==> src/rtl/keccak_arbiter_pkg.sv <==
// Shared types and constants for the two-requester keccak core arbiter.
// Optional feature macro: KECCAK_ARB_STATS_EN (per-requester job counters).
package keccak_arbiter_pkg;

    // Word widths of the keccak_top input and output streams
    localparam int WIN           = 64;
    localparam int WOUT          = 64;
    localparam int OUT_WORDS_DEF = 8;

    typedef enum logic [1:0] {
        ST_IDLE    = 2'd0,
        ST_ABSORB  = 2'd1,
        ST_SQUEEZE = 2'd2
    } arb_state_e;

endpackage

==> src/rtl/keccak_arbiter_rr_sel.sv <==
// Two-request round-robin selector: on a tie the requester that was not
// served last wins; a lone request always wins.
module keccak_arbiter_rr_sel (
    input  logic [1:0] req,
    input  logic       last_served,
    output logic [1:0] gnt
);

    // One-hot grant from the request pair and the last-served index
    always_comb begin
        gnt = 2'b00;
        case (req)
            2'b01:   gnt = 2'b01;
            2'b10:   gnt = 2'b10;
            2'b11:   gnt = last_served ? 2'b01 : 2'b10;
            default: gnt = 2'b00;
        endcase
    end

endmodule

==> src/rtl/keccak_arbiter.sv <==
// Arbitrates one keccak core between two requesters. A job is a stream of
// input words ending with din_last, followed by exactly OUT_WORDS result
// words returned to the same requester. Ownership is held for the whole job.
// Optional feature macro: KECCAK_ARB_STATS_EN adds jobs_0 / jobs_1 counters.
module keccak_arbiter
    import keccak_arbiter_pkg::*;
#(
    parameter int OUT_WORDS = OUT_WORDS_DEF
) (
    input  logic            clk,
    input  logic            rst,
    input  logic            din_valid_0,
    input  logic            din_valid_1,
    output logic            din_ready_0,
    output logic            din_ready_1,
    input  logic [WIN-1:0]  din_0,
    input  logic [WIN-1:0]  din_1,
    input  logic            din_last_0,
    input  logic            din_last_1,
    output logic            dout_valid_0,
    output logic            dout_valid_1,
    input  logic            dout_ready_0,
    input  logic            dout_ready_1,
    output logic [WOUT-1:0] dout_0,
    output logic [WOUT-1:0] dout_1,
    output logic            core_din_valid,
    input  logic            core_din_ready,
    output logic [WIN-1:0]  core_din,
    input  logic            core_dout_valid,
    output logic            core_dout_ready,
    input  logic [WOUT-1:0] core_dout,
    output logic [1:0]      grant,
`ifdef KECCAK_ARB_STATS_EN
    output logic [15:0]     jobs_0,
    output logic [15:0]     jobs_1,
`endif
    output logic            busy
);

    localparam int CW = $clog2(OUT_WORDS + 1);

    arb_state_e    state_q, state_d;
    logic [1:0]    grant_q, grant_d;
    logic          last_q, last_d;
    logic [CW-1:0] cnt_q, cnt_d;
    logic [1:0]    rr_gnt;
    logic          sel;
    logic          in_xfer;
    logic          out_xfer;
    logic          job_done;

    keccak_arbiter_rr_sel u_rr_sel (
        .req         ({din_valid_1, din_valid_0}),
        .last_served (last_q),
        .gnt         (rr_gnt)
    );

    // Index of the owning requester (meaningful only while grant is set)
    assign sel   = grant_q[1];
    assign grant = grant_q;
    assign busy  = (state_q != ST_IDLE);

    // Result words fan out to both requesters; only dout_valid qualifies them
    assign dout_0 = core_dout;
    assign dout_1 = core_dout;

    // Next-state logic and datapath steering; everything idle by default
    always_comb begin
        state_d         = state_q;
        grant_d         = grant_q;
        last_d          = last_q;
        cnt_d           = cnt_q;
        core_din_valid  = 1'b0;
        core_din        = '0;
        din_ready_0     = 1'b0;
        din_ready_1     = 1'b0;
        core_dout_ready = 1'b0;
        dout_valid_0    = 1'b0;
        dout_valid_1    = 1'b0;
        in_xfer         = 1'b0;
        out_xfer        = 1'b0;
        job_done        = 1'b0;
        case (state_q)
            ST_IDLE: begin
                // Grant is registered first; data moves from the next cycle
                if (din_valid_0 || din_valid_1) begin
                    grant_d = rr_gnt;
                    state_d = ST_ABSORB;
                end
            end
            ST_ABSORB: begin
                core_din       = sel ? din_1 : din_0;
                core_din_valid = sel ? din_valid_1 : din_valid_0;
                din_ready_0    = grant_q[0] & core_din_ready;
                din_ready_1    = grant_q[1] & core_din_ready;
                in_xfer        = core_din_valid & core_din_ready;
                if (in_xfer && (sel ? din_last_1 : din_last_0)) begin
                    state_d = ST_SQUEEZE;
                    cnt_d   = '0;
                end
            end
            ST_SQUEEZE: begin
                dout_valid_0    = grant_q[0] & core_dout_valid;
                dout_valid_1    = grant_q[1] & core_dout_valid;
                core_dout_ready = sel ? dout_ready_1 : dout_ready_0;
                out_xfer        = core_dout_valid & core_dout_ready;
                if (out_xfer) begin
                    cnt_d = cnt_q + 1'b1;
                    if (cnt_q == CW'(OUT_WORDS - 1)) begin
                        job_done = 1'b1;
                        state_d  = ST_IDLE;
                        grant_d  = 2'b00;
                        last_d   = sel;
                        cnt_d    = '0;
                    end
                end
            end
            default: begin
                state_d = ST_IDLE;
                grant_d = 2'b00;
            end
        endcase
    end

    // State registers; reset leaves requester 1 as last served so 0 wins first
    always_ff @(posedge clk or posedge rst) begin
        if (rst) begin
            state_q <= ST_IDLE;
            grant_q <= 2'b00;
            last_q  <= 1'b1;
            cnt_q   <= '0;
        end else begin
            state_q <= state_d;
            grant_q <= grant_d;
            last_q  <= last_d;
            cnt_q   <= cnt_d;
        end
    end

`ifdef KECCAK_ARB_STATS_EN
    logic [15:0] jobs_0_q, jobs_0_d, jobs_1_q, jobs_1_d;

    // Completed-job counters, saturating at all-ones
    always_comb begin
        jobs_0_d = jobs_0_q;
        jobs_1_d = jobs_1_q;
        if (job_done && !sel && jobs_0_q != 16'hFFFF) jobs_0_d = jobs_0_q + 16'd1;
        if (job_done &&  sel && jobs_1_q != 16'hFFFF) jobs_1_d = jobs_1_q + 16'd1;
    end

    // Counter registers
    always_ff @(posedge clk or posedge rst) begin
        if (rst) begin
            jobs_0_q <= '0;
            jobs_1_q <= '0;
        end else begin
            jobs_0_q <= jobs_0_d;
            jobs_1_q <= jobs_1_d;
        end
    end

    assign jobs_0 = jobs_0_q;
    assign jobs_1 = jobs_1_q;
`endif

endmodule

==> config.mk <==
export PLATFORM = sky130hd
export DESIGN_NAME = keccak_arbiter
export DESIGN_NICKNAME = d
export VERILOG_FILES = /design/src/rtl/keccak_arbiter_pkg.sv /design/src/rtl/keccak_arbiter_rr_sel.sv /design/src/rtl/keccak_arbiter.sv
export SDC_FILE = /design/constraint.sdc
export NUM_CORES = 1
export LEC_CHECK = 0
export ABC_AREA = 0
export ABC_CLOCK_PERIOD_IN_PS = 3400
export CORE_AREA = 2 2 155 157
export CTS_CLUSTER_SIZE = 14
export DETAILED_ROUTE_END_ITERATION = 8
export DIE_AREA = 0 0 157 159
export GPL_ROUTABILITY_DRIVEN = 0
export PLACE_DENSITY_LB_ADDON = 0.08
export SLEW_MARGIN = 30
export SYNTH_ARGS = -nofsm -noshare
export SYNTH_HDL_FRONTEND = slang
export SYNTH_SLANG_ARGS = --single-unit
==> constraint.sdc <==
create_clock -name clk -period 3.4 [get_ports clk]
set_input_delay 0.51 -clock clk [delete_from_list [all_inputs] [get_ports clk]]
set_output_delay 0.51 -clock clk [all_outputs]
set_load 0.01 [all_outputs]
# After elaboration in Yosys (flattened, before gate mapping)
# Cells that the tools add are included.
[op_classes]
n_bitwise = 7
eq_ne = 10
add_sub_neg = 1
n_mux = 24
reduce_logical = 9
[op_table]
columns = ["cell", "count"]
rows = [
  ["2-to-1 mux 64 bit", 2],
  ["one-hot mux 2 bit (3 select lines)", 3],
  ["2-to-1 mux 2 bit", 6],
  ["2-to-1 mux 4 bit", 3],
  ["2-to-1 mux 1 bit", 9],
  ["!= test 2 bit (second input constant)", 4],
  ["one-hot mux 4 bit (2 select lines)", 1],
  ["AND reduction 4 bit", 2],
  ["bitwise AND 1 bit", 6],
  ["== test 2 bit (second input constant)", 3],
  ["AND reduction 3 bit", 2],
  ["adder 4 x 1 -> 4 bit (second input constant)", 1],
  ["== test 2 x 1 -> 1 bit (second input constant)", 2],
  ["== test 4 x 3 -> 1 bit (second input constant)", 1],
  ["nonzero test 2 bit", 2],
  ["zero test 2 bit", 1],
  ["logical AND 1 bit", 1],
  ["logical OR 1 bit", 1],
  ["inverter 1 bit", 1],
]
[totals]
regBits = 9
in_bits = 202
wordCells = 55
output_inout_bits = 201

# Depth between registers and ports, before layout
[depth]
word_depth = 5
ltp_mapped = 5

# Hierarchy
# Synthesis repeated with hierarchy kept, for this count alone.
[hier_totals]
hier_cells = 335
area_unflattened_um2 = 2491.1
[by_module_without_submodules]
columns = ["module", "instances", "cells_per_inst", "seq_area_each_um2", "area_each_um2"]
rows = [
  ["keccak_arbiter", 1, 332, 226.5, 2472.4],
  ["keccak_arbiter_rr_sel", 1, 3, 0.0, 18.8],
]

# Least setup slack after synthesis
# Ideal clock, no wire load.
[synth_path]
kind = "reg2out"
from = "reg grant_q[1], in the netlist grant[1]"
to = "out core_din[57]"
setup_slack_ns = 1.702
path_buffers = 2
required_time_ns = 2.890
path_stages_with_launch = 5
t_arrival_ns = 1.188
cell_sequence = "dfrtp_1 -> buf_4 -> clkbuf_1 -> mux2i_1 -> nor2_1"
[synth_between]
elab_chain_len = 2
[synth_lines]
columns = ["item", "line", "rtl"]
rows = [
  ["start, declared", "keccak_arbiter.sv:43", "logic [1:0] grant_q, grant_d;"],
  ["start signal, assigned", "keccak_arbiter.sv:134", "grant_q <= grant_d;"],
  ["2-to-1 mux 64 bit", "keccak_arbiter.sv:92", "core_din = sel ? din_1 : din_0;"],
  ["2-to-1 mux 64 bit", "keccak_arbiter.sv:83", "case (state_q)"],
  ["end, declared", "keccak_arbiter.sv:28", "output logic [WIN-1:0] core_din,"],
]
# No other way between the ends.

# Worst setup path after layout
[layout_path]
from = "reg grant_q[1], in the netlist grant[1]"
to = "out core_din[16]"
# Same word-level chain as after synthesis.

==> metrics.yaml <==
outcome: "complete, no violations"
syn_avg_cell_area_um2: 7.357
wl_per_cell_um: 13.91
yosys_warnings: 0
route.detailed.drc: 0
area_growth_from_synthesis_to_layout_pct: 63.84
timing_worst_slew_pin_value_ps: 623.8
num_vias: 2414
synth_cells: 341
critical_path.max_stage_delay_ps: 820
place.port_buffers: 210
holdCritPathClass: "input pin to asynchronous set/reset pin"
crit_path_top_delay_cell: "sky130_fd_sc_hd__dfrtp_4"
synthesis.area_um2: 2509
finalClockSkew_ps: 4.371
synth_seq_area_share: 0.09027
die_area_um2: 24960
worst-setup-path-type: "register to output pin"
power_per_cell_area_nw_per_um2: 644.0
cts.repair.resized: 0
period_minus_slack_ps: 2678
clock_tree.htree_level_count: 1
cts.reportedPaths.clkPinSlew_ps: 40
route.detailed.vias_per_inst: 3.289
total_global_route_track_usage: 0.07732
vias_in_the_first_global_route: 2623
antenna-diode-count: 0
clock_tree_from_tritoncts: "yes"
numCtsBuffers: 3
grt.overflow.total: 0
design.core.area_um2: 23190
core.rowCount: 56
total_wire_length_after_detailed_routing_mm: 10.21
path_max_fanout: 34
fmax_mhz: 373.4
floorplan.initialDensity: 0.1082
firstDrtPassIters: 4
maximum_clock_path_buffer_count: 2
clock_insertion_delay_worst_skew_ps: 240
setup_viol_count_final: 0
power.static_leakage_nw: 1.584
period_share: 0.7876
clockRootBuffer: "sky130_fd_sc_hd__clkbuf_16"
yosys_reg_bits: 9
antenna_violations_before_repair: 0
cts.sink_count: 9
fin_nets: 619
drv_cap: 0
fin_setup_tns_ps: 0
timing.critical_path.from_type: "register"
final_layout_size_suffix_gt1_frac: 0.04096
postCtsHoldBufs: 0
grt_start_max_net_pins: 43
die_w_um: 157
syn-num-nets: 544
report.final.slew_viol_count: 0
detailed_place_hpwl_mm: 8.399
drt_first_iter_violations: 42
design.portCount: 403
vdd_drop_max_mv: 0.3369
global_route_wire_length_before_repair_mm: 15.00
worst_setup_path_end_kind: "output pin"
arr_time_crit_path_ps: 2170
final-hold-violation-count: 0
die_h_um: 159
headroom_to_the_max_slew_limit: 0.5841
fillCellCount: 2594
unique_cell_type_count_in_the_yosys_netlist: 33
totalPowerFinal_mw: 2.647
route.antenna.remaining_nets: 0
cts_post_setup_buffers_inserted: 0
worstPathRequired_ps: 2890
cell_by_cell_trace_of_the_critical_path: "buf_12 > mux2i_1 > nor2_1 > clkdlybuf4s50_1"
rsz0062_at_grt: "false"
==> routing by layer <==
metal  GRT usage  routed length [µm]  up-vias  share of wire
li1            -                   -     1139              -
met1     0.07373                3366     1071           0.33
met2      0.1443                5173      163           0.51
met3     0.03048                1256       41           0.12
met4     0.03420                 415        0          0.041
met5           0                   0        -              0
==> worst paths after layout <==
kind	start	to	slack (ps)	cells past startpoint
min in group clk	cnt_q[3]$_DFFE_PP0P_	cnt_q[3]$_DFFE_PP0P_	570	2
min reg2reg	cnt_q[3]$_DFFE_PP0P_	cnt_q[3]$_DFFE_PP0P_	570	2
max reg2reg	grant[1]$_DFFE_PP0P_	grant[1]$_DFFE_PP0P_	1410	4
min	rst	cnt_q[0]$_DFFE_PP0P_	560	2
max in group asynchronous	rst	last_q$_DFFE_PP1P_	2530	2
max	grant[1]$_DFFE_PP0P_	core_din[16]	720	4
==> worst max-delay path: cells and delay by family (launching register included) <==
family / cells / cell delay, ps
buffers and inverters: 2 / 790
flip-flops: 1 / 820
AND/OR/NAND/NOR: 1 / 50
multiplexers: 1 / 210
==> cells in the mapped netlist <==
cell	n	area [µm²]
sky130_fd_sc_hd__nand3b_1	2	15.01
sky130_fd_sc_hd__and2_1	2	12.51
sky130_fd_sc_hd__a21oi_1	5	25.02
sky130_fd_sc_hd__inv_1	4	15.01
sky130_fd_sc_hd__nor2_1	67	251.5
sky130_fd_sc_hd__or2_2	1	6.260
sky130_fd_sc_hd__o21ai_1	1	5.000
sky130_fd_sc_hd__ha_1	1	12.51
sky130_fd_sc_hd__buf_4	129	968.4
sky130_fd_sc_hd__and3b_1	1	8.760
sky130_fd_sc_hd__mux2i_1	65	650.6
sky130_fd_sc_hd__a311oi_1	2	17.52
sky130_fd_sc_hd__o21ai_0	4	20.02
sky130_fd_sc_hd__o21bai_1	1	7.510
sky130_fd_sc_hd__buf_2	6	30.03
sky130_fd_sc_hd__nand4_1	2	12.51
sky130_fd_sc_hd__clkbuf_1	8	30.03
sky130_fd_sc_hd__dfrtp_1	8	200.2
sky130_fd_sc_hd__a22oi_1	1	7.510
sky130_fd_sc_hd__nand2b_1	2	12.51
sky130_fd_sc_hd__mux2_2	2	22.52
sky130_fd_sc_hd__buf_1	2	7.510
sky130_fd_sc_hd__and3_1	5	31.28
sky130_fd_sc_hd__or3_1	1	6.260
sky130_fd_sc_hd__mux2_4	1	15.01
sky130_fd_sc_hd__nor2b_1	2	12.51
sky130_fd_sc_hd__nor3_1	1	5.000
sky130_fd_sc_hd__a211o_1	1	8.760
sky130_fd_sc_hd__nand3_1	5	25.02
sky130_fd_sc_hd__nand2_1	6	22.52
sky130_fd_sc_hd__dfstp_2	1	26.28
sky130_fd_sc_hd__a31o_2	1	8.760
sky130_fd_sc_hd__xor2_1	1	8.760
==> cell type report <==
class	instances	area, µm²	share of cell area
tap	319	399.1	0.09711
multi-input combinational	183	1234	0.3002
sequential	9	230.2	0.05601
inverter	4	15.01	0.003653
clock buffer	3	75.07	0.01826
clock inverter	1	5.005	0.001218
timing repair buffer	215	2152	0.5236
==> cell usage in the layout, fill, tap and decap left out <==
master	synthesis	layout
sky130_fd_sc_hd__a211o_1	1	1
sky130_fd_sc_hd__a21oi_1	5	5
sky130_fd_sc_hd__a22oi_1	1	1
sky130_fd_sc_hd__a311oi_1	2	2
sky130_fd_sc_hd__a31o_2	1	1
sky130_fd_sc_hd__and2_1	2	2
sky130_fd_sc_hd__and3_1	5	5
sky130_fd_sc_hd__and3b_1	1	1
sky130_fd_sc_hd__buf_12	0	1
sky130_fd_sc_hd__buf_4	129	4
sky130_fd_sc_hd__clkbuf_16	0	3
sky130_fd_sc_hd__clkdlybuf4s50_1	0	210
sky130_fd_sc_hd__clkinv_2	0	1
sky130_fd_sc_hd__dfrtp_1	8	7
sky130_fd_sc_hd__dfrtp_4	0	1
sky130_fd_sc_hd__dfstp_2	1	1
sky130_fd_sc_hd__ha_1	1	1
sky130_fd_sc_hd__inv_1	4	4
sky130_fd_sc_hd__mux2_2	2	2
sky130_fd_sc_hd__mux2_4	1	1
sky130_fd_sc_hd__mux2i_1	65	65
sky130_fd_sc_hd__nand2_1	6	5
sky130_fd_sc_hd__nand2_2	0	1
sky130_fd_sc_hd__nand2b_1	2	2
sky130_fd_sc_hd__nand3_1	5	5
sky130_fd_sc_hd__nand3b_1	2	2
sky130_fd_sc_hd__nand4_1	2	2
sky130_fd_sc_hd__nor2_1	67	67
sky130_fd_sc_hd__nor2b_1	2	2
sky130_fd_sc_hd__nor3_1	1	1
sky130_fd_sc_hd__o21ai_0	4	4
sky130_fd_sc_hd__o21ai_1	1	1
sky130_fd_sc_hd__o21bai_1	1	1
sky130_fd_sc_hd__or2_2	1	1
sky130_fd_sc_hd__or3_1	1	1
sky130_fd_sc_hd__xor2_1	1	1
==> flip-flops by register name, summed over array words and instances, names as in the netlist <==
name     cells
cnt_q        4
grant        2
state_q      2
last_q       1
==> where the power goes <==
group	internal (mW)	switching, mW	leakage [nW]
Sequential	0.138	0.152	0.111
Clock	0.155	0.0557	0.0409
Combinational	1.22	0.925	1.43
Total	1.52	1.13	1.58
==> kinds of logic after synthesis <==
family | count (synthesis) | synth area share
xor+xnor | 1 | 0.003492
compound gates | 16 | 0.03990
flops | 9 | 0.09028
simple gates | 97 | 0.1681
mux | 68 | 0.2743
buf+inv | 149 | 0.4190
fa+ha+maj | 1 | 0.004987
==> per-stage QoR <==
stage,utilization,instances,hold WS [ps],area [µm²],setup slack [ps]
after CTS,0.1772,734,572.2,4110,665.3
final,0.1772,734,559.1,4110,722.1
after global placement,0.1738,730,557.1,4030,905.6
after global routing,0.1772,734,613.5,4110,563.2
after detailed placement,0.1738,730,566.3,4030,927.7
after floorplan,-,341,337.2,2509,1702
Power figures use the tool's default switching activity.
